$ cat src/rtl/cp0_timer_intc.sv
// CP0 Count/Compare timer with NUM_CMP compare channels, Count prescaler and debug stall,
// hardware interrupt synchronisers and a registered, prioritised interrupt request.
module cp0_timer_intc #(
  parameter int NUM_CMP     = 2,
  parameter int DIV_LOG2    = 1,
  parameter int HW_INT      = 6,
  parameter int TI_LINE     = 7,
  parameter int SYNC_STAGES = 2
) (
  input  logic              clk,
  input  logic              rst_n,
  input  logic              we,
  input  logic [3:0]        wr_addr,
  input  logic [31:0]       data_i,
  input  logic [3:0]        rd_addr,
  output logic [31:0]       data_o,
  input  logic              count_stall,
  input  logic [HW_INT-1:0] hw_int_i,
  input  logic [1:0]        sw_int_i,
  input  logic [HW_INT+1:0] im_i,
  input  logic              allow_int,
  output logic              timer_int,
  output logic [HW_INT+1:0] ip_o,
  output logic              int_req,
  output logic [2:0]        int_num
);
  localparam int IPW = HW_INT + 2;
  localparam int PW  = (DIV_LOG2 > 0) ? DIV_LOG2 : 1;

  logic [31:0]        count_q, count_d;
  logic [PW-1:0]      pre_q, pre_d;
  logic [31:0]        cmp_q [NUM_CMP];
  logic [31:0]        cmp_d [NUM_CMP];
  logic [NUM_CMP-1:0] en_q, en_d;
  logic [NUM_CMP-1:0] pend_q, pend_d;
  logic [NUM_CMP-1:0] eq_prev_q;
  logic [NUM_CMP-1:0] eq_s;
  logic [NUM_CMP-1:0] cmp_wr_s;
  logic [HW_INT-1:0]  sync_q [SYNC_STAGES];
  logic               int_req_q, int_req_d;
  logic [2:0]         int_num_q, int_num_d;
  logic               count_wr_s, pend_wr_s, en_wr_s, tick_s;
  logic [IPW-1:0]     masked_s;

  // Write strobe decode
  always_comb begin
    count_wr_s = we && (wr_addr == 4'd0);
    pend_wr_s  = we && (wr_addr == 4'd8);
    en_wr_s    = we && (wr_addr == 4'd9);
    for (int k = 0; k < NUM_CMP; k++) begin
      cmp_wr_s[k] = we && (wr_addr == 4'(k + 1));
    end
  end

  // Prescaler: tick on wrap to zero; a Count write restarts the period
  always_comb begin
    if (DIV_LOG2 == 0) begin
      tick_s = ~count_stall;
      pre_d  = '0;
    end else begin
      tick_s = ~count_stall && (pre_q == {PW{1'b1}});
      if (count_wr_s) begin
        pre_d = '0;
      end else if (count_stall) begin
        pre_d = pre_q;
      end else begin
        pre_d = pre_q + PW'(1);
      end
    end
  end

  // Count next state; software load beats a tick
  always_comb begin
    if (count_wr_s) begin
      count_d = data_i;
    end else if (tick_s) begin
      count_d = count_q + 32'd1;
    end else begin
      count_d = count_q;
    end
  end

  // Per-channel match edge detect, pending set/clear (clear wins), enables
  always_comb begin
    for (int k = 0; k < NUM_CMP; k++) begin
      eq_s[k]  = (count_q == cmp_q[k]);
      cmp_d[k] = cmp_wr_s[k] ? data_i : cmp_q[k];
      if (cmp_wr_s[k] || (pend_wr_s && data_i[k])) begin
        pend_d[k] = 1'b0;
      end else begin
        pend_d[k] = pend_q[k] | (eq_s[k] & ~eq_prev_q[k] & en_q[k]);
      end
    end
    en_d = en_wr_s ? data_i[NUM_CMP-1:0] : en_q;
  end

  assign timer_int = |(pend_q & en_q);

  // Cause.IP merge and next request / priority encode
  always_comb begin
    ip_o          = {sync_q[SYNC_STAGES-1], sw_int_i};
    ip_o[TI_LINE] = ip_o[TI_LINE] | timer_int;
    masked_s      = ip_o & im_i;
    int_req_d     = allow_int & (|masked_s);
    int_num_d     = 3'd0;
    for (int i = 0; i < IPW; i++) begin
      int_num_d = masked_s[i] ? 3'(i) : int_num_d;
    end
  end

  // Register read mux
  always_comb begin
    data_o = 32'd0;
    case (rd_addr)
      4'd0:    data_o = count_q;
      4'd8:    data_o = {{(32-NUM_CMP){1'b0}}, pend_q};
      4'd9:    data_o = {{(32-NUM_CMP){1'b0}}, en_q};
      default: begin
        for (int k = 0; k < NUM_CMP; k++) begin
          data_o = (rd_addr == 4'(k + 1)) ? cmp_q[k] : data_o;
        end
      end
    endcase
  end

  // State registers with synchronous active-low reset
  always_ff @(posedge clk) begin
    if (!rst_n) begin
      count_q   <= 32'd0;
      pre_q     <= '0;
      en_q      <= '1;
      pend_q    <= '0;
      eq_prev_q <= '0;
      int_req_q <= 1'b0;
      int_num_q <= 3'd0;
      for (int k = 0; k < NUM_CMP; k++) begin
        cmp_q[k] <= 32'hFFFF_FFFF;
      end
      for (int s = 0; s < SYNC_STAGES; s++) begin
        sync_q[s] <= '0;
      end
    end else begin
      count_q   <= count_d;
      pre_q     <= pre_d;
      en_q      <= en_d;
      pend_q    <= pend_d;
      eq_prev_q <= eq_s;
      int_req_q <= int_req_d;
      int_num_q <= int_num_d;
      for (int k = 0; k < NUM_CMP; k++) begin
        cmp_q[k] <= cmp_d[k];
      end
      sync_q[0] <= hw_int_i;
      for (int s = 1; s < SYNC_STAGES; s++) begin
        sync_q[s] <= sync_q[s-1];
      end
    end
  end

  assign int_req = int_req_q;
  assign int_num = int_num_q;

endmodule

$ cat config.mk
export PLATFORM = sky130hd
export DESIGN_NAME = cp0_timer_intc
export DESIGN_NICKNAME = d
export VERILOG_FILES = /design/src/rtl/cp0_timer_intc.sv
export SDC_FILE = /design/constraint.sdc
export NUM_CORES = 1
export LEC_CHECK = 0
export BUFFER_PORTS_ARGS = -buffer_cell sky130_fd_sc_hd__buf_2
export CAP_MARGIN = 20
export CORE_UTILIZATION = 48
export CTS_BUF_LIST = sky130_fd_sc_hd__clkbuf_4 sky130_fd_sc_hd__clkbuf_8
export DETAILED_ROUTE_END_ITERATION = 7
export MAX_ROUTING_LAYER = met4
export PLACE_DENSITY = 0.75
export SYNTH_ARGS = -nofsm -noshare
export SYNTH_HDL_FRONTEND = slang
export SYNTH_SLANG_ARGS = --single-unit
$ cat constraint.sdc
create_clock -name clk -period 1.7 [get_ports clk]
set_input_delay 0.085 -clock clk [delete_from_list [all_inputs] [get_ports clk]]
set_output_delay 0.085 -clock clk [all_outputs]
set_load 0.03 [all_outputs]
## Word level (Yosys, flattened, before mapping)

Memory sizes are Yosys's and may differ from the RTL's.
Cells that the tools add are included.

| word-level totals | value |
|---|---|
| register bits after elaboration | 43 |
| input bits | 61 |
| RAM bits | 76 |
| memories | 2 |

| cells by class | value |
|---|---|
| reductions and logical operators | 18 |
| eq/ne operators | 10 |
| multiplexer cells | 20 |
| add/sub/neg operators | 2 |
| bitwise logic cells | 18 |

Memories:

| name | depth | bits a word | rd ports | clocked after Yosys merged registers in | write ports | RTL line | text |
|---|---|---|---|---|---|---|---|
| cmp_q | 2 | 32 | 2 | 0 | 2 | 32 | `logic [31:0] cmp_q [NUM_CMP];` |
| sync_q | 2 | 6 | 2 | 0 | 2 | 39 | `logic [HW_INT-1:0] sync_q [SYNC_STAGES];` |

Operators by type and width:

| operator | number |
|---|---|
| $mux 32 | 8 |
| $pmux 32 s3 | 1 |
| $eq 32x32->1 | 2 |
| $add 32x1->32 const B | 1 |
| $eq 4x4->1 const B | 4 |
| $mux 3 | 4 |
| $mux 6 | 2 |
| $and 8x8->8 | 1 |
| $eq 4x1->1 const B | 2 |
| $eq 4x2->1 const B | 2 |
| $logic_and 1x1->1 | 8 |
| $logic_not 4->1 | 2 |
| $reduce_or 2->1 | 4 |
| $reduce_or 8->1 | 1 |
| $or 1x1->1 | 7 |
| $and 1x1->1 | 5 |
| $mux 2 | 2 |
| $not 1->1 | 4 |
| $mux 1 | 3 |
| $and 2x2->2 | 1 |
| $logic_or 1x1->1 | 2 |
| $reduce_bool 2->1 | 1 |
| $add 1x1->1 const B | 1 |

## Longest topological paths before layout

Gate-level depths: netlist (run 1).

| depth | value |
|---|---|
| word-level depth | 11 |
| depth in mapped cells | 7 |
| mapped depth without buffers | 6 |

## Worst setup path after synthesis (run 1)

OpenSTA, ideal clock, no wires.

| timing path | value |
|---|---|
| path type | flip-flop to flip-flop |
| from | register pend_q[1] |
| to | register int_req_q (netlist: int_req) |
| buffers on the path | 0 |
| library setup time | 0.122 ns |
| arrival time | 1.616 ns |
| required time | 1.578 ns |
| setup slack | -0.038 ns |
| cell stages (with the launch flop) | 6 |
| path through | dfxtp_1 > a22o_1 > or2_1 > a22oi_1 > nand2_1 > o311a_1 |

| on the way | value |
|---|---|
| cells in the longest elaborated chain, start to end | 6 |

Ends and longest elaborated chain:

| item | RTL line | text |
|---|---|---|
| start, declared | 35 | `logic [NUM_CMP-1:0] pend_q, pend_d;` |
| start signal, assigned | 146 | `pend_q <= pend_d;` |
| $and 2x2->2 | 97 | `assign timer_int = \|(pend_q & en_q);` |
| $reduce_or 2->1 | 97 |  |
| named net timer_int | 22 | `output logic timer_int,` |
| $or 1x1->1 | 102 | `ip_o[TI_LINE] = ip_o[TI_LINE] \| timer_int;` |
| named net ip_o[7] | 23 | `output logic [HW_INT+1:0] ip_o,` |
| $and 8x8->8 | 103 | `masked_s = ip_o & im_i;` |
| $reduce_or 8->1 | 104 | `int_req_d = allow_int & (\|masked_s);` |
| $and 1x1->1 | 104 |  |
| end signal, assigned | 148 | `int_req_q <= int_req_d;` |
| end, declared | 40 | `logic int_req_q, int_req_d;` |

The timed path passes the listed nets, and every way through them passes these cells.
A chain may end at the register's enable or synchronous reset.

## Worst setup path after layout (run 1)

| timing path | value |
|---|---|
| from | register count_q[25] |
| to | register pend_q[1] |

| on the way | value |
|---|---|
| cells in the longest elaborated chain, start to end | 4 |

Ends and longest elaborated chain:

| item | RTL line | text |
|---|---|---|
| start, declared | 30 | `logic [31:0] count_q, count_d;` |
| start signal, assigned | 143 | `count_q <= count_d;` |
| $eq 32x32->1 | 86 | `eq_s[k] = (count_q == cmp_q[k]);` |
| $and 1x1->1 (2 in a row) | 91 | `pend_d[k] = pend_q[k] \| (eq_s[k] & ~eq_prev_q[k] & en_q[k]);` |
| $or 1x1->1 | 91 |  |

Every way passes these cells.

==> reports/metrics.cfg, run 1 <==
[floorplan]
coreArea_um2 = 12700
ios = 106
std_cell_rows = 41
die_y_um = 116
start_util = 0.494
die_area_um2 = 13500
chipWidth_um = 116

[yosys]
synthSimpleGateAreaFrac = 0.312
synth_top_family_by_area = simple AND/OR/NAND/NOR gates
synth_most_common_cell = nand2_1
syn-cell-area_um2 = 6260
synth_compound_area_frac = 0.106
synth-async-reset-ratio = 0
ys_warn_count = 0
synthTopCellsByArea = dfxtp_1 38%, nand2_1 14%, xor2_1 11%
ys_seq_area_frac = 0.380
avgSynthCellArea_um2 = 7.82
synth_top_area_cell = dfxtp_1
synthCells = 801
synth_top_area_frac = 0.380
syn_nets = 863
synth-xor-area-share = 0.130
synth_edf_count = 0
synthMuxAreaShare = 0.0118
ys_types = 52
ys_seq_elements = 119
synth_ff_type = dfxtp_1
yosys-top-cells-count = 229 x nand2_1, 119 x dfxtp_1, 82 x xor2_1, 75 x nand3_1, 48 x clkbuf_1
yosys.area_share.adder = 0.00200

[sta]
fmax_mhz = 597
rsz0062_at_grt = yes
period_share = 0.986
worstMarginPinSlew_ns = 0.436
hold_viol_final = 0
clock_skew_ns = 0.0147
slew_viol_final = 0
max_slew_margin = 0.709
min_period_ns = 1.68
holdWs_ns = 0.0251
setup_viol = 0

[detailed_routing]
wl_per_cell_um = 16.4
drt_iter0_drc = 602
drt-total-wl_um = 18500
final_antenna_net_count = 0
dr.pass1.iters = 7
vias = 6202
vias_per_cell = 5.49
drc_errors = 0

[worst_setup_path]
reg2reg_from = count_q[25]
worstPathMaxFanout = 4
r2r-end = pend_q[1]
r2r_cells = 7
critPathKind = reg2reg
cp.required_ns = 2.07
start_kind = flip-flop
arrival_ns = 2.04
r2r_setup_slack_ns = 0.02
critPathCaptureType = flip-flop

[place]
dp.cells = 1049
placed_area_um2 = 7150
hpwl_um = 12400
gp_congestion = 0.928
io_buffers = 105

[clock_network]
cts_buffers = 17
cts.sinks = 119
cts_root_buf = clkbuf_8
worstSkewPairLatency_ns = 0.45
htree_levels = 4
path_clk_slew_ns = 0.07
cts_tree = yes
clockBufferDepth = 2

[finish]
final_nets = 1007
stdcell_count = 1129
utilization = 0.645
drive_above_1_share = 0.261
antenna-diode-count = 0
post-route-cell-area_um2 = 8180
syn_to_final_growth_pct = 30.6

[global_routing]
grt_pass1_vias = 5664
grt_max_degree = 47
grt_pass1_wl_um = 29100
grt_overflow = 0
grt_use_total = 0.293
antenna_found_initial = 0

[run]
drv_cap = 0

[power]
p_comb_frac = 0.135
cellPowerDensity_nw_per_um2 = 781
power.leakage_uw = 0.00377
clkPwrFrac = 0.403
p_seq_frac = 0.462
peakVddDrop_uv = 635
p_sw_uw = 1720
total_power_uw = 6390
p_int_uw = 4670
sw_frac_of_total = 0.269

[hold_path]
hp-start = im_i[2]
holdPathStages = 4
hold_end = int_req
hold_class = in2reg

[run_status]
outcome = complete, no violations

[through the flow]
stage               worst slack (ns)  TNS, ns
finish                        0.0241        0
floorplan                     0.0574        0
global placement             -0.0219  -0.0219
global route                 -0.0684   -0.195
detailed placement           -0.0904  -0.0904
CTS                           0.0139        0
[how the worst max path moves through the flow]
stage / to / from / cells past startpoint / slack (ns)
after global placement: pend_q[1] / count_q[12] / 6 / -0.02
after floorplan: int_req / pend_q[1] / 5 / 0.06
after global routing: count_q[10] / count_q[1] / 8 / -0.07
final: pend_q[1] / count_q[25] / 7 / 0.02
after CTS: data_o[0] / count_q[0] / 5 / 0.01
after detailed placement: pend_q[1] / count_q[12] / 6 / -0.09
[sequential cells by signal (all words and copies together), names as in the netlist]
signal	count
cmp_q	64
count_q	32
sync_q	12
int_num	3
en_q	2
eq_prev_q	2
pend_q	2
int_req	1
pre_q	1
[worst max-delay path, stage by stage, from the launching register on]
cell and delay [ns]:
dfxtp_1 0.32, buf_4 0.15, xor2_1 0.16, nor4_2 0.30, nand4_1 0.16, nor2_2 0.21, a31oi_1 0.12, a211oi_1 0.16
[power by group through the flow]
stage               sequential (uW)  combinational, uW  clock (uW)
floorplan                      2980                471           0
global placement               3010                743           0
detailed placement             3010                747           0
CTS                            2950                841        2600
global route                   2960                928        2720
finish                         2950                862        2570
[logic make-up after synthesis]
| logic type | Yosys count |
|---|---|
| XOR/XNOR | 93 |
| multiplexers | 6 |
| adder cells (fa/ha/maj) | 1 |
| flip-flops | 119 |
| buffers and inverters | 81 |
| AO/OA/AOI/OAI | 98 |
| AND/OR/NAND/NOR | 403 |
[cells in the final DEF (no fill, tap or decap), types with 13 or more instances in the layout]
| master | instances |
|---|---|
| buf_4 | 44 |
| nand4_1 | 13 |
| xor2_1 | 82 |
| dfxtp_2 | 24 |
| buf_2 | 102 |
| and2_1 | 16 |
| clkbuf_8 | 20 |
| nand2_1 | 228 |
| o21ai_0 | 18 |
| dlygate4sd3_1 | 49 |
| nand3_1 | 75 |
| dfxtp_1 | 93 |
| a21oi_1 | 22 |
| a22oi_1 | 33 |
[timing repair]
| item | 4_1_cts | 5_1_grt |
|---|---|---|
| hold endpoints to repair | 110 | 0 |
| pin swaps | 0 | 9 |
| hold buffers | 49 | 0 |
| resized for setup | 7 | 44 |
| setup buffers | 1 | 0 |
| endpoints found under the setup margin | 3 | 23 |
[layout make-up]
type	count	area [um2]
fillers	1043	4490
inverters	3	11.3
clock inverters	9	100
multi-input cells	601	3650
flip-flops and latches	119	2420
repair buffers	203	1490
well taps	172	215
clock buffers	22	290
[layer usage]
layer	up-vias	global-route usage	share of wire	wire length [um]
met5	-	-	0	0
met4	0	0.121	0.023	420
met3	38	0.0628	0.076	1410
met2	273	0.437	0.46	8450
met1	2897	0.385	0.44	8200
li1	2994	-	-	-
(Power assumes the default switching activity.)
==> run 2: changes to the inputs <==
--- a/config.mk
+++ b/config.mk
@@ -7,2 +7,3 @@
 export LEC_CHECK = 0
+export ABC_AREA = 1
 export BUFFER_PORTS_ARGS = -buffer_cell sky130_fd_sc_hd__buf_2
@@ -13,3 +14,3 @@
 export MAX_ROUTING_LAYER = met4
-export PLACE_DENSITY = 0.75
+export PLACE_DENSITY = 0.74
 export SYNTH_ARGS = -nofsm -noshare
--- a/constraint.sdc
+++ b/constraint.sdc
@@ -3,2 +3,2 @@
 set_output_delay 0.085 -clock clk [all_outputs]
-set_load 0.03 [all_outputs]
+set_load 0.01 [all_outputs]
==> run 2 against run 1 <==
- fmax rose by 2.9%
- critical path depth fell by 4
- non-clock buffer count fell by 6
- synthesized cell count rose by 30%
- first-iteration DRC count rose by 9.8%
- combinational power fell by 9.0%
- clock skew fell by 0.0035 ns
- power rose by 0.17%
- count of clock-buffer cells in the layout fell by 5
- area after synthesis rose by 13%
- register-to-register slack improved by 0.07 ns
- critical path type is now reg2out
==> reports/metrics.cfg, run 2 <==
[clock_network]
worstSkewPairLatency_ns = 0.47
htree_levels = 4
clockBufferDepth = 2
cts_buffers = 17
path_clk_slew_ns = 0.09
cts_tree = yes
cts_root_buf = clkbuf_8
cts.sinks = 119

[finish]
top_register = cmp_q
post-route-cell-area_um2 = 8720
regArea_um2 = 2390
fillers = 1333
layout_commonest_cell = nand2_1
top_regs = cmp_q (64), count_q (32), sync_q (12)
syn_to_final_growth_pct = 23.5
utilization = 0.619
final_nets = 1246
drive_above_1_share = 0.190
layout_common_cells = 293 x nand2_1, 143 x inv_1, 109 x dfxtp_1, 105 x buf_2, 74 x nand3_1
antenna-diode-count = 0
largest_reg_flops = 64
multi_input_area_um2 = 3750

[yosys]
avgSynthCellArea_um2 = 6.78
yosys-top-cells-count = 293 x nand2_1, 143 x inv_1, 119 x dfxtp_1, 74 x nand3_1, 72 x nor2_1
ys_seq_area_frac = 0.337
synth_ff_type = dfxtp_1
ys_warn_count = 0
synthMuxAreaShare = 0
synth_top_family_by_area = simple AND/OR/NAND/NOR gates
synth_edf_count = 0
synth-xor-area-share = 0.0719
synth_most_common_cell = nand2_1
syn-cell-area_um2 = 7060
synth_top_area_frac = 0.337
synthCells = 1042
synth_top_area_cell = dfxtp_1
ys_seq_elements = 119
ys_types = 35
yosys.area_share.adder = 0.00177
synth_compound_area_frac = 0.155
synthTopCellsByArea = dfxtp_1 34%, nand2_1 16%, inv_1 7.6%
synthSimpleGateAreaFrac = 0.298
syn_nets = 1104
synth-async-reset-ratio = 0

[detailed_routing]
drt-total-wl_um = 22000
wl_per_cell_um = 16.0
drc_errors = 0
final_antenna_net_count = 0
dr.pass1.iters = 7
drt_iter0_drc = 661
vias_per_cell = 5.36
vias = 7387

[sta]
holdWs_ns = 0.0355
max_slew_margin = 0.576
final.setup.tns_ns = 0
period_share = 0.958
hold_viol_final = 0
fmax_mhz = 614
slew_viol_final = 0
clock_skew_ns = 0.0112
setup_viol = 0
worstMarginPinSlew_ns = 0.635
min_period_ns = 1.63

[worst_setup_path]
worstPathCellList = inv_1 -> o221ai_1 -> buf_2
cp.required_ns = 1.62
slowest_stage = dfxtp_1
critPathMaxStageDelay_ns = 0.49
critPathCaptureType = output port
r2r-end = count_q[14]
crit_family = flip-flops
path_buf_inv = 2
r2r_cells = 9
critPathKind = reg2out
reg2reg_from = count_q[0]
arrival_ns = 1.54
start_kind = flip-flop
worstPathMaxFanout = 6
r2r_setup_slack_ns = 0.09

[place]
placed_area_um2 = 7800
gp_congestion = 0.985
hpwl_um = 15800
io_buffers = 105

[global_routing]
grt_overflow = 0
antenna_found_initial = 0
grt_pass1_vias = 6926
grt_pass1_wl_um = 34900
grt_use_total = 0.313
grt_max_degree = 59

[floorplan]
coreArea_um2 = 14100
ios = 106
std_cell_rows = 43
start_util = 0.501
die_area_um2 = 15200
chipWidth_um = 123
die_y_um = 123

[hold_path]
hold_end = eq_prev_q[0]
hp-start = rst_n
hold_class = in2reg
holdPathStages = 3

[power]
cellPowerDensity_nw_per_um2 = 734
power.leakage_uw = 0.00423
peakVddDrop_uv = 585

[run_status]
outcome = complete, no violations

[run]
drv_cap = 0

run 2: cell count changes after synthesis, moves of 25 or more:
cell	previous run	this run
nand2_1	229	293
nor2_1	12	72
clkbuf_1	48	23
a22oi_1	33	0
o211ai_1	0	53
xor2_1	82	8
xnor2_1	11	50
inv_1	3	143
run 2: repair_timing:
action | in CTS | in global routing
resized for setup | 0 | 17
endpoints found under the setup margin | 0 | 10
hold buffers | 46 | 0
endpoints found under the hold margin | 91 | 0
buffers inserted | 0 | 1
run 2: cell type report:
cell class,count,area share
clock buffers,17,0.0268
inverters,146,0.0628
flip-flops and latches,119,0.275
repair buffers,197,0.160
clock inverters,15,0.0199
well taps,180,0.0258
multi-input cells,703,0.430
run 2: logic make-up (layout without fill, tap and decap cells):
kind of cell | Yosys count | in the layout
adder cells (fa/ha/maj) | 1 | 1
XOR/XNOR | 58 | 58
flip-flops | 119 | 119
AND/OR/NAND/NOR | 483 | 483
AO/OA/AOI/OAI | 161 | 161
buffers and inverters | 220 | 375
run 2: how the worst max path moves through the flow:
| stage | from | endpoint | slack, ns | cells after the start |
|---|---|---|---|---|
| 6_report | count_q[26] | data_o[26] | 0.07 | 3 |
| 4_1_cts | count_q[13] | data_o[13] | 0.04 | 4 |
| 3_5_place_dp | count_q[2] | count_q[9] | 0.13 | 9 |
| 2_1_floorplan | count_q[1] | count_q[31] | 0.31 | 10 |
| 5_1_grt | count_q[10] | count_q[22] | -0.00006 | 8 |
| 3_3_place_gp | count_q[1] | count_q[24] | 0.16 | 9 |
run 2: worst reg2reg max path, cell delays in order, from the launching register on:
cell     delay [ns]
dfxtp_1        0.38
ha_1           0.18
inv_1          0.08
nor2_4         0.18
nand2_4        0.08
nor2_4         0.19
buf_4          0.16
xor2_1         0.15
a21oi_1        0.08
nor2_1         0.07
run 2: power by group:
part	switching [uW]	leakage (uW)	total, uW	internal [uW]
Sequential	57.0	0.000973	2910	2860
Clock	1460	0.000206	2700	1250
Combinational	442	0.00305	784	341
Total	1950	0.00423	6400	4440
run 2: layer usage:
layer	vias to the layer above	wire [um]	global-route usage	part of all wire
met5	-	0	-	0
met4	0	558	0.108	0.025
met3	53	1770	0.0609	0.080
met2	313	10100	0.492	0.46
met1	3366	9540	0.401	0.43
li1	3655	-	-	-
run 2: through the flow:
stage / setup WS (ns) / cells / power [uW]
finish: 0.0718 / 1377 / 6400
global route: -0.0000593 / 1377 / 6650
CTS: 0.0383 / 1376 / 6420
detailed placement: 0.126 / 1298 / 3660
global placement: 0.163 / 1298 / 3650
floorplan: 0.307 / 1042 / 3370
==> run 3: changes to the inputs <==
GPL_TIMING_DRIVEN = 0   (was not set)
==> run 3 against run 2 <==
- register-to-register slack got worse by 0.04 ns
- worst hold slack improved by 0.0064 ns
- sequential share of layout area decreased by 0.47 points
- critical endpoint is now data_o[1]
- largest cell class unchanged
==> reports/metrics.cfg, run 3 (same netlist as run 2, synthesis figures left out) <==
[sta]
period_share = 0.984
fmax_mhz = 598
min_period_ns = 1.67
max_slew_margin = 0.420
clock_skew_ns = 0.0178
slew_viol_final = 0
setup_viol = 0
setup_ws_ns = 0.0270
hold_viol_final = 0
worstMarginPinSlew_ns = 0.870

[worst_setup_path]
start_kind = input pin
cp.required_ns = 1.62
worstPathMaxFanout = 19
arrival_ns = 1.59
slowest_stage = buf_2
worstPathCellList = buf_2 -> inv_1 -> nor2_1 -> buf_2 -> nand3_1 -> o22ai_1 -> a21oi_1 -> nand3_1 -> buf_2
critPathKind = in2out
critPathMaxStageDelay_ns = 0.50
cp_common_cell = buf_2
critPathCaptureType = output port

[finish]
largest_reg_flops = 64
final_nets = 1279
layout_commonest_cell = nand2_1
drive_above_1_share = 0.198
regArea_um2 = 2380
layout_common_cells = 288 x nand2_1, 142 x inv_1, 122 x buf_2, 117 x dfxtp_1, 74 x nand3_1
stdcell_count = 1409
utilization = 0.627
multi_input_area_um2 = 3790
top_register = cmp_q
antenna-diode-count = 0
fillers = 1305
top_regs = cmp_q (64), count_q (32), sync_q (12)
syn_to_final_growth_pct = 25.1

[detailed_routing]
wl_per_cell_um = 18.1
final_antenna_net_count = 0
drc_errors = 0
drt_iter0_drc = 1010
vias_per_cell = 5.61
vias = 7909
dr.pass1.iters = 7
drt-total-wl_um = 25500

[global_routing]
grt_use_total = 0.353
grtUsageMet1 = 0.445
grt_max_degree = 20
antenna_found_initial = 0
gr-usage-met3 = 0.0784
grt_use_met2 = 0.531
grt_pass1_vias = 7094
grt_overflow = 0
grt_pass1_wl_um = 37800
busiest_layer = met2

[place]
dp.cells = 1326
hpwl_um = 17600
gp_congestion = 1.02
post-place-ws_ns = -0.188
io_buffers = 104

[floorplan]
start_util = 0.501
ios = 106
std_cell_rows = 43
die_y_um = 123
coreArea_um2 = 14100
chipWidth_um = 123
die_area_um2 = 15200

[clock_network]
worstSkewPairLatency_ns = 0.47
path_clk_slew_ns = 0.08
htree_levels = 4
cts_root_buf = clkbuf_8
cts_buffers = 17
cts_tree = yes
cts.sinks = 119
clockBufferDepth = 2

[run_status]
outcome = complete, no violations

[power]
power.leakage_uw = 0.00431
cellPowerDensity_nw_per_um2 = 734
peakVddDrop_uv = 666

[hold_path]
hold_class = in2reg

[run]
drv_cap = 0

==> run 3: cell types whose count changed in the layout (fill, tap and decap cells not counted), moves of 4 or more <==
cell | previous run | this run
buf_2 | 105 | 122
clkbuf_4 | 0 | 5
nand2_1 | 293 | 288
buf_4 | 41 | 28
inv_8 | 6 | 0
clkbuf_1 | 0 | 18
nand2_2 | 3 | 8
dfxtp_2 | 10 | 2
dfxtp_1 | 109 | 117
buf_12 | 5 | 1
clkbuf_2 | 0 | 7
==> run 3: final timing paths <==
kind                  end  depth (start not counted)  slack, ns         start
max reg2reg   count_q[29]                          9       0.05    count_q[3]
min reg2reg  sync_q[0][7]                          2       0.42  sync_q[0][1]
max             data_o[1]                          9       0.03    rd_addr[0]
min               en_q[1]                          5       0.04    wr_addr[3]
==> run 3: per-layer routing <==
| metal | up-vias | share of wire |
|---|---|---|
| met5 | - | 0 |
| met4 | 0 | 0.041 |
| met3 | 94 | 0.12 |
| met2 | 525 | 0.44 |
| met1 | 3566 | 0.40 |
| li1 | 3724 | - |
==> run 3: power by group <==
part / leakage [uW] / total [uW] / internal (uW) / switching (uW)
Sequential: 0.000969 / 2900 / 2860 / 46.2
Clock: 0.000198 / 2760 / 1450 / 1310
Combinational: 0.00314 / 829 / 330 / 499
==> run 3: critical path, delay by kind of cell <==
family / cells / cell delay [ns]
AO/OA/AOI/OAI: 2 / 0.26
buffers and inverters: 4 / 0.81
AND/OR/NAND/NOR: 3 / 0.43
==> run 3: what timing repair did <==
item                                    4_1_cts  5_1_grt
hold buffers                                 46        0
hold endpoints to repair                     91        0
pin swaps                                     0        7
resized for setup                             4       35
endpoints found under the setup margin       42       62
buffers inserted                              0        8
==> run 3: final cells by class <==
class	count	area share
Multi-Input combinational cell	703	0.429
Sequential cell	119	0.270
Timing Repair Buffer	158	0.119
Inverter	146	0.0620
Buffer	72	0.0477
Clock buffer	17	0.0265
Tap cell	180	0.0255
Clock inverter	14	0.0198
==> run 3: through the flow <==
stage / hold WS, ns / setup TNS, ns / power, uW / area (um2)
global placement: 0.266 / -2.86 / 3670 / 7810
finish: 0.0419 / 0 / 6490 / 8830
detailed placement: 0.268 / -3.18 / 3680 / 7810
global route: 0.0588 / -0.0637 / 6670 / 8830
CTS: 0.0192 / 0 / 6450 / 8680
floorplan: 0.183 / 0 / 3370 / 7060
